==> src/rtl/mmx_operand_stage_pkg.sv <==
// Shared types and constants for the MMX operand-supply stage.
// Optional macro: MMX_WB_BYPASS_EN (write-then-read on capture).
package mmx_operand_stage_pkg;

  localparam int MM_W = 64;

  localparam logic [2:0] PADDW = 3'b000;
  localparam logic [2:0] PADDD = 3'b001;
  localparam logic [2:0] PMAX  = 3'b010;
  localparam logic [2:0] PMIN  = 3'b011;
  localparam logic [2:0] MOVQ  = 3'b100;

  typedef enum logic [2:0] {
    S_IDLE,
    S_REQ_LO,
    S_WAIT_LO,
    S_REQ_HI,
    S_WAIT_HI,
    S_HOLD
  } state_t;

endpackage

==> src/rtl/mmx_operand_stage_regfile.sv <==
// Eight 64-bit MMX registers, two async read ports, one write port.
// MMX_WB_BYPASS_EN forwards same-cycle write data to the read ports.
module mmx_regfile
  import mmx_operand_stage_pkg::*;
#(
  parameter int NUM_MM = 8
) (
  input  logic            clk,
  input  logic            reset,
  input  logic            we,
  input  logic [2:0]      widx,
  input  logic [MM_W-1:0] wdata,
  input  logic [2:0]      ra0,
  input  logic [2:0]      ra1,
  output logic [MM_W-1:0] rd0,
  output logic [MM_W-1:0] rd1
);

  logic [MM_W-1:0] mem [NUM_MM];

  always_ff @(posedge clk or posedge reset) begin
    if (reset) begin
      for (int i = 0; i < NUM_MM; i++)
        mem[i] <= '0;
    end else if (we) begin
      mem[widx] <= wdata;
    end
  end

`ifdef MMX_WB_BYPASS_EN
  assign rd0 = (we && widx == ra0) ? wdata : mem[ra0];
  assign rd1 = (we && widx == ra1) ? wdata : mem[ra1];
`else
  assign rd0 = mem[ra0];
  assign rd1 = mem[ra1];
`endif

endmodule

==> src/rtl/mmx_operand_stage.sv <==
// MMX operand stage: register/memory operand fetch, valid/ready to execute.
// Optional macro: MMX_WB_BYPASS_EN (see mmx_regfile).
module mmx_operand_stage
  import mmx_operand_stage_pkg::*;
#(
  parameter int NUM_MM = 8,
  parameter int BEAT_W = 32
) (
  input  logic              clk,
  input  logic              reset,
  input  logic              in_valid,
  output logic              in_ready,
  input  logic [2:0]        in_op,
  input  logic [2:0]        in_dst,
  input  logic [2:0]        in_src,
  input  logic              in_src_mem,
  output logic              mem_req_valid,
  input  logic              mem_req_ready,
  output logic              mem_req_beat,
  input  logic              mem_rsp_valid,
  input  logic [BEAT_W-1:0] mem_rsp_data,
  output logic              out_valid,
  input  logic              out_ready,
  output logic [MM_W-1:0]   out_mm,
  output logic [MM_W-1:0]   out_mm64,
  output logic [2:0]        out_op,
  output logic [2:0]        out_dst,
  input  logic              wb_en,
  input  logic [2:0]        wb_idx,
  input  logic [MM_W-1:0]   wb_data
);

  state_t state_q, state_n;
  logic [MM_W-1:0] rd_dst, rd_src;
  logic accept;

  mmx_regfile #(.NUM_MM(NUM_MM)) u_rf (
    .clk   (clk),
    .reset (reset),
    .we    (wb_en),
    .widx  (wb_idx),
    .wdata (wb_data),
    .ra0   (in_dst),
    .ra1   (in_src),
    .rd0   (rd_dst),
    .rd1   (rd_src)
  );

  assign in_ready = (state_q == S_IDLE) ||
                    (state_q == S_HOLD && out_ready);
  assign accept   = in_valid && in_ready;

  assign out_valid     = (state_q == S_HOLD);
  assign mem_req_valid = (state_q == S_REQ_LO) ||
                         (state_q == S_REQ_HI);
  assign mem_req_beat  = (state_q == S_REQ_HI);

  always_comb begin
    state_n = state_q;
    unique case (state_q)
      S_IDLE:
        if (accept)
          state_n = in_src_mem ? S_REQ_LO : S_HOLD;
      S_REQ_LO:
        if (mem_req_ready) state_n = S_WAIT_LO;
      S_WAIT_LO:
        if (mem_rsp_valid) state_n = S_REQ_HI;
      S_REQ_HI:
        if (mem_req_ready) state_n = S_WAIT_HI;
      S_WAIT_HI:
        if (mem_rsp_valid) state_n = S_HOLD;
      S_HOLD:
        if (accept)
          state_n = in_src_mem ? S_REQ_LO : S_HOLD;
        else if (out_ready)
          state_n = S_IDLE;
      default: state_n = S_IDLE;
    endcase
  end

  // Operands are snapshots: later writes never reach captured data.
  always_ff @(posedge clk or posedge reset) begin
    if (reset) begin
      state_q  <= S_IDLE;
      out_mm   <= '0;
      out_mm64 <= '0;
      out_op   <= '0;
      out_dst  <= '0;
    end else begin
      state_q <= state_n;
      if (accept) begin
        out_op  <= in_op;
        out_dst <= in_dst;
        out_mm  <= rd_dst;
        if (!in_src_mem)
          out_mm64 <= rd_src;
      end
      if (state_q == S_WAIT_LO && mem_rsp_valid)
        out_mm64[BEAT_W-1:0] <= mem_rsp_data;
      if (state_q == S_WAIT_HI && mem_rsp_valid)
        out_mm64[2*BEAT_W-1:BEAT_W] <= mem_rsp_data;
    end
  end

endmodule
==> config.mk <==
export PLATFORM = sky130hd
export DESIGN_NAME = mmx_operand_stage
export DESIGN_NICKNAME = d
export VERILOG_FILES = /design/src/rtl/mmx_operand_stage_pkg.sv /design/src/rtl/mmx_operand_stage_regfile.sv /design/src/rtl/mmx_operand_stage.sv
export SDC_FILE = /design/constraint.sdc
export NUM_CORES = 1
export LEC_CHECK = 0
export BUFFER_PORTS_ARGS = -buffer_cell sky130_fd_sc_hd__clkbuf_2
export CAP_MARGIN = 20
export CORE_MARGIN = 4
export CORE_UTILIZATION = 50
export DETAILED_ROUTE_END_ITERATION = 6
export PLACE_DENSITY = 0.68
export SLEW_MARGIN = 20
export SYNTH_ARGS = -nofsm -noshare
export SYNTH_HDL_FRONTEND = slang
export SYNTH_HIERARCHICAL = 1
export SYNTH_SLANG_ARGS = --single-unit
==> constraint.sdc <==
create_clock -name clk -period 24.4 [get_ports clk]
set_clock_uncertainty 0.15 [all_clocks]
set_input_delay 4.88 -clock clk [delete_from_list [all_inputs] [get_ports clk]]
set_output_delay 4.88 -clock clk [all_outputs]
set_load 0.05 [all_outputs]
Yosys cells after proc, flatten, opt, wreduce, memory -nomap -nowiden

Cells that the tools add are included.

Input bits: 116
Output and inout port bits: 138
Bits in registers: 649
Word-level logic and storage cells: 69

Order comparisons: 4
Equality and inequality tests: 13
Bitwise logic cells: 3
Reductions and logical operators: 13
Multiplexer cells: 22

Operators by type and width:

| operator             | number |
|---|---|
| $bwmux W512          | 1 |
| $mux W64             | 7 |
| $bmux W64 S3         | 2 |
| $demux W64 S3        | 1 |
| $mux W32             | 2 |
| $mux W3              | 8 |
| $pmux W3 S6          | 1 |
| $ge A4 B4 Y1 const B | 3 |
| $not A3 Y4           | 3 |
| $ne A2 B2 Y1 const B | 5 |
| $eq A3 B2 Y1 const B | 2 |
| $eq A3 B3 Y1 const B | 2 |
| $reduce_and A6 Y1    | 1 |
| $logic_and A1 B1 Y1  | 5 |
| $lt A4 B1 Y1 const B | 1 |
| $ne A2 B1 Y1 const B | 2 |
| $reduce_and A2 Y1    | 2 |
| $reduce_bool A2 Y1   | 2 |
| $eq A3 B1 Y1 const B | 1 |
| $logic_not A3 Y1     | 1 |
| $ne A3 B1 Y1 const B | 1 |
| $logic_or A1 B1 Y1   | 2 |

Longest topological paths before layout

Gate-level depths: netlist of run 1.

Word-level depth: 7
Depth in mapped cells: 7
Gate-level depth less buffers: 4

By module

Netlist of run 1, hierarchy kept.

Modules (own cells, without submodules):

| module            | sequential area each (um2) | instances | cells an instance | area each (um2) |
|---|---|---|---|---|
| mmx_regfile       | 12,812.3                   | 1         | 1,542             | 26,689.3 |
| mmx_operand_stage | 3,428.3                    | 1         | 538               | 5,813.1 |

Worst setup path after synthesis of run 1

No wires, ideal clock.

Kind: input to output
Start point: in out_ready
End point: out in_ready
Required time: 19.370 ns
Setup slack: 13.476 ns
Stages: 2
Arrival time: 5.894 ns
Cell sequence: nand3_1 -> a21oi_1

Word-level cells in the longest chain between the ends: 2

Ends and longest elaborated chain:

| element             | RTL line                | source |
|---|---|---|
| from (decl)         | mmx_operand_stage.sv:23 | `input logic out_ready,` |
| $logic_and A1 B1 Y1 | mmx_operand_stage.sv:50 | `(state_q == S_HOLD && out_ready);` |
| $logic_or A1 B1 Y1  | mmx_operand_stage.sv:49 | `assign in_ready = (state_q == S_IDLE) \|\|` |
| to (decl)           | mmx_operand_stage.sv:12 | `output logic in_ready,` |

Every way passes these cells.

Worst setup path after layout of run 1

Same ends and word-level chain as after synthesis.

==> flow_summary.ini, run 1 <==
[clock_tree]
cts_made_buffers = 72
cts_tree = done
cts_buffer_depth = 3
cts_setup_buffers = 0
clk_latency_ps = 610
clock_sinks = 649
h-tree-depth = 3
root_buffer = clkbuf_16
cts_hold_buf = 0
clk_pin_slew_worst_paths_ps = 50
cts-resized-gates = 0

[sta]
slew_headroom_pct = 23.7
hold_violations = 0
max_freq_mhz = 91.6
setup_viol = 0
rsz0062_at_grt = false
min_period_ps = 10920
tns_ps = 0
drv_slew = 0
worst_pin_slew_ps = 1140
fin_crit_sh_pct = 44.8

[die]
die_w_um = 263
core_region_area_um2 = 64300
dieArea_um2 = 69100
initial_utilization_pct = 50.5
die_h_um = 263
boundaryPins = 254
rows = 93

[power_and_ir_drop]
switching_share_pct = 36.1
p_leak_nw = 15.3
max-vdd-ir-drop_mv = 0.114
p_int_mw = 2.58
power_switching_mw = 1.45
sequentialPowerShare_pct = 39.6
power_frac_clock_pct = 26.6
p_per_area_nw_per_um2 = 110
comb_power_share_pct = 33.7

[worst_setup_path]
crit_type = in2out
reg2reg_depth = 6
reg2reg_to = out_mm64[32]$_DFFE_PP0P_
path_common_cell = clkbuf_2
arrival_ps = 5890
critPathTopFamily = buffers and inverters
r2r_slack_ps = 21230
crit_required_ps = 19370
critical_path.n_buffers_inverters = 2
cp_slowest_stage_delay_ps = 350
cp_slowest_cell = a21oi_1
path_cells = clkbuf_2 -> nand3_1 -> a21oi_1 -> clkbuf_2
crit_path_start_kind = primary input
path_max_fanout = 4
regToRegStartpoint = state_q[1]$_DFFE_PP0P_
end_kind = primary output

[cells_and_area]
fin_cells = 3189
finalNetCount = 2390
synthToLayoutAreaGrowth_pct = 12.4
final_util_pct = 56.8
fin_area_um2 = 36500
fillers = 5094
layout-drive-gt1-share_pct = 58.9

[place]
port_buffers = 253
placed_cell_area_um2 = 34100
gp_congestion = 0.822
dp_cells = 3054
post-dp-hpwl_um = 54600

[routing]
via_count = 19774
route.detailed.drc = 0
drt_iter0_markers = 1370
wl_per_cell_um = 28.5
final_antenna_net_count = 0
totalWireLength_um = 90900
first_pass_iters = 5
drt-vias-per-instance = 6.20

[synth]
seq_area_frac_synth_pct = 50.0
synth_flop_cell = dfrtp_1
synth_seq_cells = 649
synth_xor_area_share_pct = 0.0269
syn_area_um2 = 32500
yosysWarnings = 6
yosysTopAreaCell = dfrtp_1
yosysUniqueCellTypes = 34
synth_edf_count = 0
synth_cells = 2080
synth_top_family_by_area = multiplexers
synth_top_area_share_pct = 50.0
yosys.area_share.simple_pct = 2.42
ys_async_sr_fraction_pct = 100
synth-compound-area-share_pct = 2.00
syn_avg_cell_area_um2 = 15.6
synth-adder-area-share_pct = 0
synthTopCellsByArea = dfrtp_1 50%, mux2_2 25%, mux4_2 18%
synthMuxAreaShare_pct = 42.4
synth_nets = 2196

[grt]
antenna_found_initial = 15
grt_use_total_pct = 26.3
grt_pass1_vias = 21301
grt_pass1_wl_um = 138000
grt_overflow = 0
grt_max_degree = 195

[hold_path]
hp-start = out_op[2]$_DFFE_PP0N_
hold_path.class = reg2reg
min_path_cells = 1
worstHoldEndpoint = out_op[2]$_DFFE_PP0N_

[outcome]
outcome = completed

[job]
max-cap-violations = 0
## layout make-up
| type | instances | area [µm²] | area share, % |
|---|---|---|---|
| Antenna cell | 11 | 27.5 | 0.0754 |
| Clock buffer | 105 | 2110 | 5.78 |
| Clock inverter | 18 | 201 | 0.552 |
| Inverter | 5 | 36.3 | 0.0993 |
| Multi-Input combinational cell | 1262 | 15300 | 41.8 |
| Sequential cell | 649 | 16200 | 44.5 |
| Tap cell | 855 | 1070 | 2.93 |
| Timing Repair Buffer | 284 | 1570 | 4.31 |
## logic make-up (layout without fill, tap and decap cells)
logic type | Yosys count | count (layout)
simple gates | 186 | 186
compound gates | 108 | 108
mux | 967 | 967
buf+inv | 169 | 412
other cells | 0 | 11
flops | 649 | 649
xor+xnor | 1 | 1
## cells in the final DEF (no fill, tap or decap), types with 2 or more instances in the layout
cell type  count
a21oi_1        2
a31oi_1       65
and2_1         3
and4bb_4       3
buf_4         29
buf_6          4
bufinv_16      4
clkbuf_1      18
clkbuf_16     75
clkbuf_2     247
clkbuf_8      14
clkinv_2      11
dfrtp_1      649
diode_2       11
inv_1          3
inv_6          4
mux2_2       711
mux4_2       256
nand2_1       97
nand4b_1       3
nor2_1        68
o21ai_0       34
## sequential cells by signal, summed over array words and instances, names as in the netlist
register,count
state_q,3
out_mm,64
out_mm64,64
u_rf/mem,512
out_op,3
out_dst,3
## how the worst max path moves through the flow
stage	end	startpoint	cells after the start
final	in_ready	out_ready	4
after global routing	in_ready	out_ready	4
after CTS	in_ready	out_ready	4
after detailed placement	in_ready	out_ready	4
after global placement	in_ready	out_ready	4
after floorplan	u_rf/mem[0]$_DFFE_PP0P_	reset	1
## metal layers
layer  global-route usage (%)  vias up  part of all wire, %
met1                     36.4    10755                   42
met4                     7.95        6                  2.6
li1                         -     8335                    -
met5                        0        -                0.035
met2                     41.2      561                   47
met3                     7.37      117                  7.8
## cell usage after synthesis, types with 2 or more instances
| cell | instances |
|---|---|
| nand3_1 | 2 |
| o21ai_0 | 34 |
| and2_1 | 3 |
| dfrtp_1 | 649 |
| nand2_1 | 98 |
| nor2_1 | 68 |
| buf_4 | 29 |
| buf_6 | 29 |
| nand4b_1 | 3 |
| mux4_2 | 256 |
| mux2_2 | 711 |
| and4bb_2 | 3 |
| inv_1 | 5 |
| a31oi_1 | 65 |
| clkbuf_1 | 39 |
| buf_2 | 67 |
| a21oi_1 | 2 |
## worst reg2reg max path, cell delays in order (launching register included)
cell and delay [ps]:
dfrtp_1 500, or3b_1 420, buf_4 280, a21oi_4 160, buf_4 810, nand2_1 480, a31oi_1 290
## per-stage QoR
step	hold WS, ps	setup slack (ps)	power [mW]
final	352	13480	4.03
after detailed placement	343	13500	2.97
after global routing	364	13400	4.21
after floorplan	341	5070	2.60
after CTS	356	13490	4.05
after global placement	337	13520	2.92
## power by group through the flow
stage / registers, mW / clock network [mW] / logic [mW]
floorplan: 1.93 / 0 / 0.674
global placement: 1.59 / 0 / 1.33
detailed placement: 1.61 / 0 / 1.36
CTS: 1.59 / 1.09 / 1.37
global route: 1.64 / 1.14 / 1.44
finish: 1.60 / 1.07 / 1.36
No activity file was read; power rests on OpenSTA's default activity.
==> inputs of run 2 (changes only) <==
- clock period: 24.4 -> 11.3 ns (I/O delays scaled with it)
==> flow_summary.ini, run 2 (synthesis gave the netlist of run 1 again) <==
[outcome]
outcome = completed

[sta]
rsz0062_at_grt = false
slew_headroom_pct = 23.2
min_period_ps = 5670
fin_crit_sh_pct = 50.2
hold_violations = 0
drv_slew = 0
worst_pin_slew_ps = 1150
tns_ps = 0
max_freq_mhz = 176
setup_viol = 0

[grt]
grt_overflow = 0
antenna_found_initial = 12
grt_pass1_wl_um = 140000
grt_pass1_vias = 21421
grt_use_total_pct = 26.7
grt_max_degree = 163

[routing]
totalWireLength_um = 92500
final_antenna_net_count = 0
drt-vias-per-instance = 6.32
drt_iter0_markers = 1582
route.detailed.drc = 0
via_count = 20148
first_pass_iters = 6
wl_per_cell_um = 29.0

[place]
gp_congestion = 0.823
post-dp-hpwl_um = 55100
port_buffers = 253

[worst_setup_path]
end_kind = primary output
cp_slowest_cell = a21oi_1
r2r_slack_ps = 8240
path_max_fanout = 4
crit_required_ps = 8890
path_cells = clkbuf_2 -> nand3_1 -> a21oi_1 -> clkbuf_2
arrival_ps = 3260
critPathTopFamily = buffers and inverters
cp_slowest_stage_delay_ps = 360
crit_path_start_kind = primary input
critical_path.n_buffers_inverters = 2
path_common_cell = clkbuf_2
crit_type = in2out

[clock_tree]
h-tree-depth = 3
cts_buffer_depth = 3
clk_latency_ps = 620
clk_pin_slew_worst_paths_ps = 60
root_buffer = clkbuf_16
cts_made_buffers = 70
cts_hold_buf = 0
cts_setup_buffers = 0
clock_sinks = 649
cts_tree = done
cts-resized-gates = 0

[power_and_ir_drop]
max-vdd-ir-drop_mv = 0.203
p_leak_nw = 15.4
power_mw = 8.79
p_per_area_nw_per_um2 = 240

[job]
max-cap-violations = 0

[cells_and_area]
synthToLayoutAreaGrowth_pct = 12.6
layout_commonest_cell = mux2_2
layout-drive-gt1-share_pct = 59.0
layout_common_cells = 711 x mux2_2, 649 x dfrtp_1, 256 x mux4_2
finalNetCount = 2390
biggestRegsByFlops = u_rf/mem x512, out_mm64 x64, out_mm x64
largest_register_ff_count = 512
top_register = u_rf/mem

[die]
initial_utilization_pct = 50.5
boundaryPins = 254
dieArea_um2 = 69100
die_h_um = 263
die_w_um = 263
core_region_area_um2 = 64300
rows = 93

[hold_path]
hold_path.class = reg2reg
run 2: changes by cell type in the layout (fill, tap and decap cells not counted), sizes merged:
| cell | delta |
|---|---|
| buf | +2 |
| bufinv | +1 |
| clkbuf | +7 |
| clkinv | -8 |
| clkinvlp | +2 |
| diode | -7 |
run 2: layer usage:
| metal | track usage [%] | vias to the layer above | routed length, µm |
|---|---|---|---|
| met5 | 0 | - | 75 |
| li1 | - | 8346 | - |
| met2 | 41.6 | 724 | 43400 |
| met4 | 8.51 | 12 | 2750 |
| met3 | 6.54 | 137 | 7780 |
| met1 | 37.4 | 10929 | 38500 |
run 2: final cells by class:
| cell class | instances | area, µm² |
|---|---|---|
| Antenna cell | 4 | 10.0 |
| Sequential cell | 649 | 16200 |
| Multi-Input combinational cell | 1262 | 15300 |
| Fill cell | 5074 | 27800 |
| Clock buffer | 112 | 2200 |
| Timing Repair Buffer | 286 | 1570 |
| Tap cell | 855 | 1070 |
| Clock inverter | 13 | 215 |
| Inverter | 5 | 27.5 |
run 2: worst paths after layout:
path                                        start                        end  cells after the start
max                                     out_ready                   in_ready                      4
min                        out_mm[60]$_DFFE_PP0N_     out_mm[60]$_DFFE_PP0N_                      1
max reg2reg                state_q[1]$_DFFE_PP0P_   out_mm64[34]$_DFFE_PP0P_                      6
min reg2reg                out_mm[60]$_DFFE_PP0N_     out_mm[60]$_DFFE_PP0N_                      1
max in group asynchronous                   reset  u_rf/mem[327]$_DFFE_PP0P_                      4
min in group asynchronous                   reset  u_rf/mem[145]$_DFFE_PP0P_                      2
run 2: worst reg2reg max path: stages (launching register included):
cell	delay (ps)
dfrtp_1	490
or3b_1	420
buf_4	270
a21oi_4	160
buf_4	830
nand2_1	420
a31oi_1	260
run 2: power breakdown:
part | switching (mW) | internal, mW | total, mW
sequential | 0.488 | 2.98 | 3.47
clock | 0.948 | 1.45 | 2.40
combinational | 1.72 | 1.20 | 2.92
run 2: metrics by stage:
| step | cell area, µm² | hold slack [ps] | utilization [%] | cells | setup WS (ps) |
|---|---|---|---|---|---|
| CTS | 36600 | 358 | 56.9 | 3182 | 5640 |
| global placement | 34200 | 336 | 53.1 | 3057 | 5640 |
| finish | 36600 | 353 | 56.9 | 3186 | 5630 |
| floorplan | 32500 | 341 | - | 2080 | 1940 |
| detailed placement | 34200 | 345 | 53.1 | 3057 | 5640 |
| global route | 36600 | 364 | 56.9 | 3183 | 5520 |
==> inputs of run 3 (changes only) <==
- ABC_AREA: unset -> 1
- clock period: 11.3 -> 5.7 ns (I/O delays scaled with it)
==> flow_summary.ini, run 3 <==
[place]
port_buffers = 253
dp_cells = 6315
post-dp-hpwl_um = 71200
gp_congestion = 0.871

[sta]
drv_slew = 0
max_freq_mhz = 292
worst_pin_slew_ps = 1180
hold_slack_ps = 318
rsz0062_at_grt = false
slew_headroom_pct = 21.0
fin_crit_sh_pct = 60.0
min_period_ps = 3420
setup_viol = 0
hold_violations = 0

[grt]
antenna_found_initial = 3
grt_max_degree = 168
global_route.usage.met1_pct = 44.4
met3_usage_pct = 5.76
grt_busiest_layer = met2
grt_overflow = 0
grt_pass1_vias = 32881
grt_util_met2_pct = 47.3
grt_pass1_wl_um = 189000
grt_use_total_pct = 31.0

[synth]
synth_flop_cell = dfrtp_1
syn_avg_cell_area_um2 = 6.68
synth_edf_count = 0
synthTopCellsByArea = dfrtp_1 45%, nand2_1 26%, nand3_1 9.0%
synthTopCellsByCount = 2,531 x nand2_1, 650 x nand3_1, 649 x dfrtp_1
synth_nets = 5544
syn_area_um2 = 36200
yosysUniqueCellTypes = 22
yosysWarnings = 6
ys_async_sr_fraction_pct = 100
synth_seq_cells = 649
yosysTopAreaCell = dfrtp_1
synth_most_common_cell = nand2_1
synth_top_area_share_pct = 44.8
seq_area_frac_synth_pct = 44.8
synth_cells = 5428

[clock_tree]
cts_tree = done
cts-resized-gates = 0
root_buffer = clkbuf_16
clk_latency_ps = 630
clk_pin_slew_worst_paths_ps = 60
cts_made_buffers = 74
clock_sinks = 649
cts_hold_buf = 0
cts_buffer_depth = 3
h-tree-depth = 3
cts_setup_buffers = 0

[worst_setup_path]
arrival_ps = 2130
regToRegStartpoint = state_q[0]$_DFFE_PP0P_
cp_slowest_cell = dfrtp_1
crit_type = reg2out
crit_required_ps = 4410
path_cells = nor2_4 -> nand2_1 -> nand2_4 -> clkbuf_2
end_kind = primary output
crit_path_start_kind = register
path_max_fanout = 32
cp-startpoint = state_q[0]$_DFFE_PP0P_
cp_slowest_stage_delay_ps = 470

[routing]
drt_iter0_markers = 4450
via_count = 35190
drt-vias-per-instance = 5.46
totalWireLength_um = 121000
route.detailed.drc = 0
first_pass_iters = 7
wl_per_cell_um = 18.8
final_antenna_net_count = 0

[cells_and_area]
biggestRegsByFlops = u_rf/mem x512, out_mm64 x64, out_mm x64
top_register = u_rf/mem
multiInputGateArea_um2 = 15900
largest_register_ff_count = 512
layout-drive-gt1-share_pct = 8.19
finalNetCount = 5557
fillers = 7086
layout.area.seq_um2 = 16200
layout_common_cells = 2,524 x nand2_1, 649 x nand3_1, 649 x dfrtp_1
synthToLayoutAreaGrowth_pct = 10.4
layout_commonest_cell = nand2_1
fin_cells = 6448

[power_and_ir_drop]
comb_power_share_pct = 34.1
p_per_area_nw_per_um2 = 429
p_leak_nw = 22.8
switching_share_pct = 40.9
p_int_mw = 10.1
power_frac_clock_pct = 28.6
max-vdd-ir-drop_mv = 0.361
power_switching_mw = 7.01
sequentialPowerShare_pct = 37.3

[outcome]
outcome = completed

[die]
boundaryPins = 254
rows = 98
die_h_um = 277
dieArea_um2 = 76800
die_w_um = 277
initial_utilization_pct = 50.6
core_region_area_um2 = 71600

[hold_path]
hold_path.class = reg2reg
hp-start = out_mm[34]$_DFFE_PP0N_

[job]
max-cap-violations = 0
## run 3: cell types whose count changed after synthesis, moves of 8 or more
cell,before,now
inv_1,5,625
o21ai_0,34,513
nand2_1,98,2531
mux4_2,256,0
inv_2,0,8
o21ai_1,0,68
mux2_2,711,0
buf_1,0,30
a31oi_1,65,0
nand3_1,2,650
buf_2,67,197
buf_6,29,10
clkbuf_1,39,92
nor2_1,68,4
## run 3: metal layers
| layer | share of wire (%) | wire length (µm) |
|---|---|---|
| met3 | 10 | 12200 |
| met1 | 43 | 52500 |
| met2 | 43 | 52200 |
| met5 | 0.0091 | 11 |
| met4 | 3.6 | 4420 |
## run 3: area by class of cell
type                            count  share of cell area (%)
Antenna cell                        1                 0.00626
Clock buffer                      106                    5.33
Clock inverter                     26                   0.901
Inverter                          633                    6.03
Multi-Input combinational cell   3781                    39.8
Sequential cell                   649                    40.6
Tap cell                          950                    2.97
Timing Repair Buffer              302                    4.40
## run 3: path summary, 6_finish.rpt
path,endpoint,slack (ps),depth (start not counted)
setup / recovery,in_ready,2280,4
hold / removal,out_mm[34]$_DFFE_PP0N_,320,2
setup reg to reg,out_mm64[17]$_DFFE_PP0P_,2570,7
hold reg to reg,out_mm[34]$_DFFE_PP0N_,320,2
max in group asynchronous,u_rf/mem[368]$_DFFE_PP0P_,3610,3
min in group asynchronous,u_rf/mem[220]$_DFFE_PP0P_,480,2
## run 3: critical path: cells and delay by family (launching register included)
| kind | cells | cell delay, ps |
|---|---|---|
| and+or+nand+nor | 3 | 680 |
| buffers and inverters | 1 | 350 |
| DFF | 1 | 470 |
## run 3: power by group through the flow
| stage | clock network, mW | registers, mW | logic (mW) |
|---|---|---|---|
| after floorplan | 0 | 7.82 | 2.89 |
| after global placement | 0 | 6.43 | 5.71 |
| after detailed placement | 0 | 6.46 | 5.78 |
| after CTS | 4.98 | 6.38 | 5.81 |
| after global routing | 5.18 | 6.53 | 6.45 |
| final | 4.90 | 6.40 | 5.84 |
## run 3: per-stage QoR
stage | total power [mW] | setup TNS [ps] | worst slack (ps) | cell area (µm²) | utilization [%]
final | 17.1 | 0 | 2280 | 40000 | 55.8
after global routing | 18.2 | 0 | 2150 | 40000 | 55.8
after CTS | 17.2 | 0 | 2260 | 40000 | 55.8
after detailed placement | 12.2 | 0 | 1830 | 37500 | 52.4
after global placement | 12.1 | 0 | 1850 | 37500 | 52.4
after floorplan | 10.7 | -1301670 | -2540 | 36200 | -
## run 3: cells by family (layout without fill, tap and decap cells)
logic type	after synthesis	count (layout)	share of synthesized area [%]
simple gates	3200	3200	35.6
compound gates	581	581	8.02
buf+inv	998	1067	11.6
other cells	0	1	0
flops	649	649	44.8
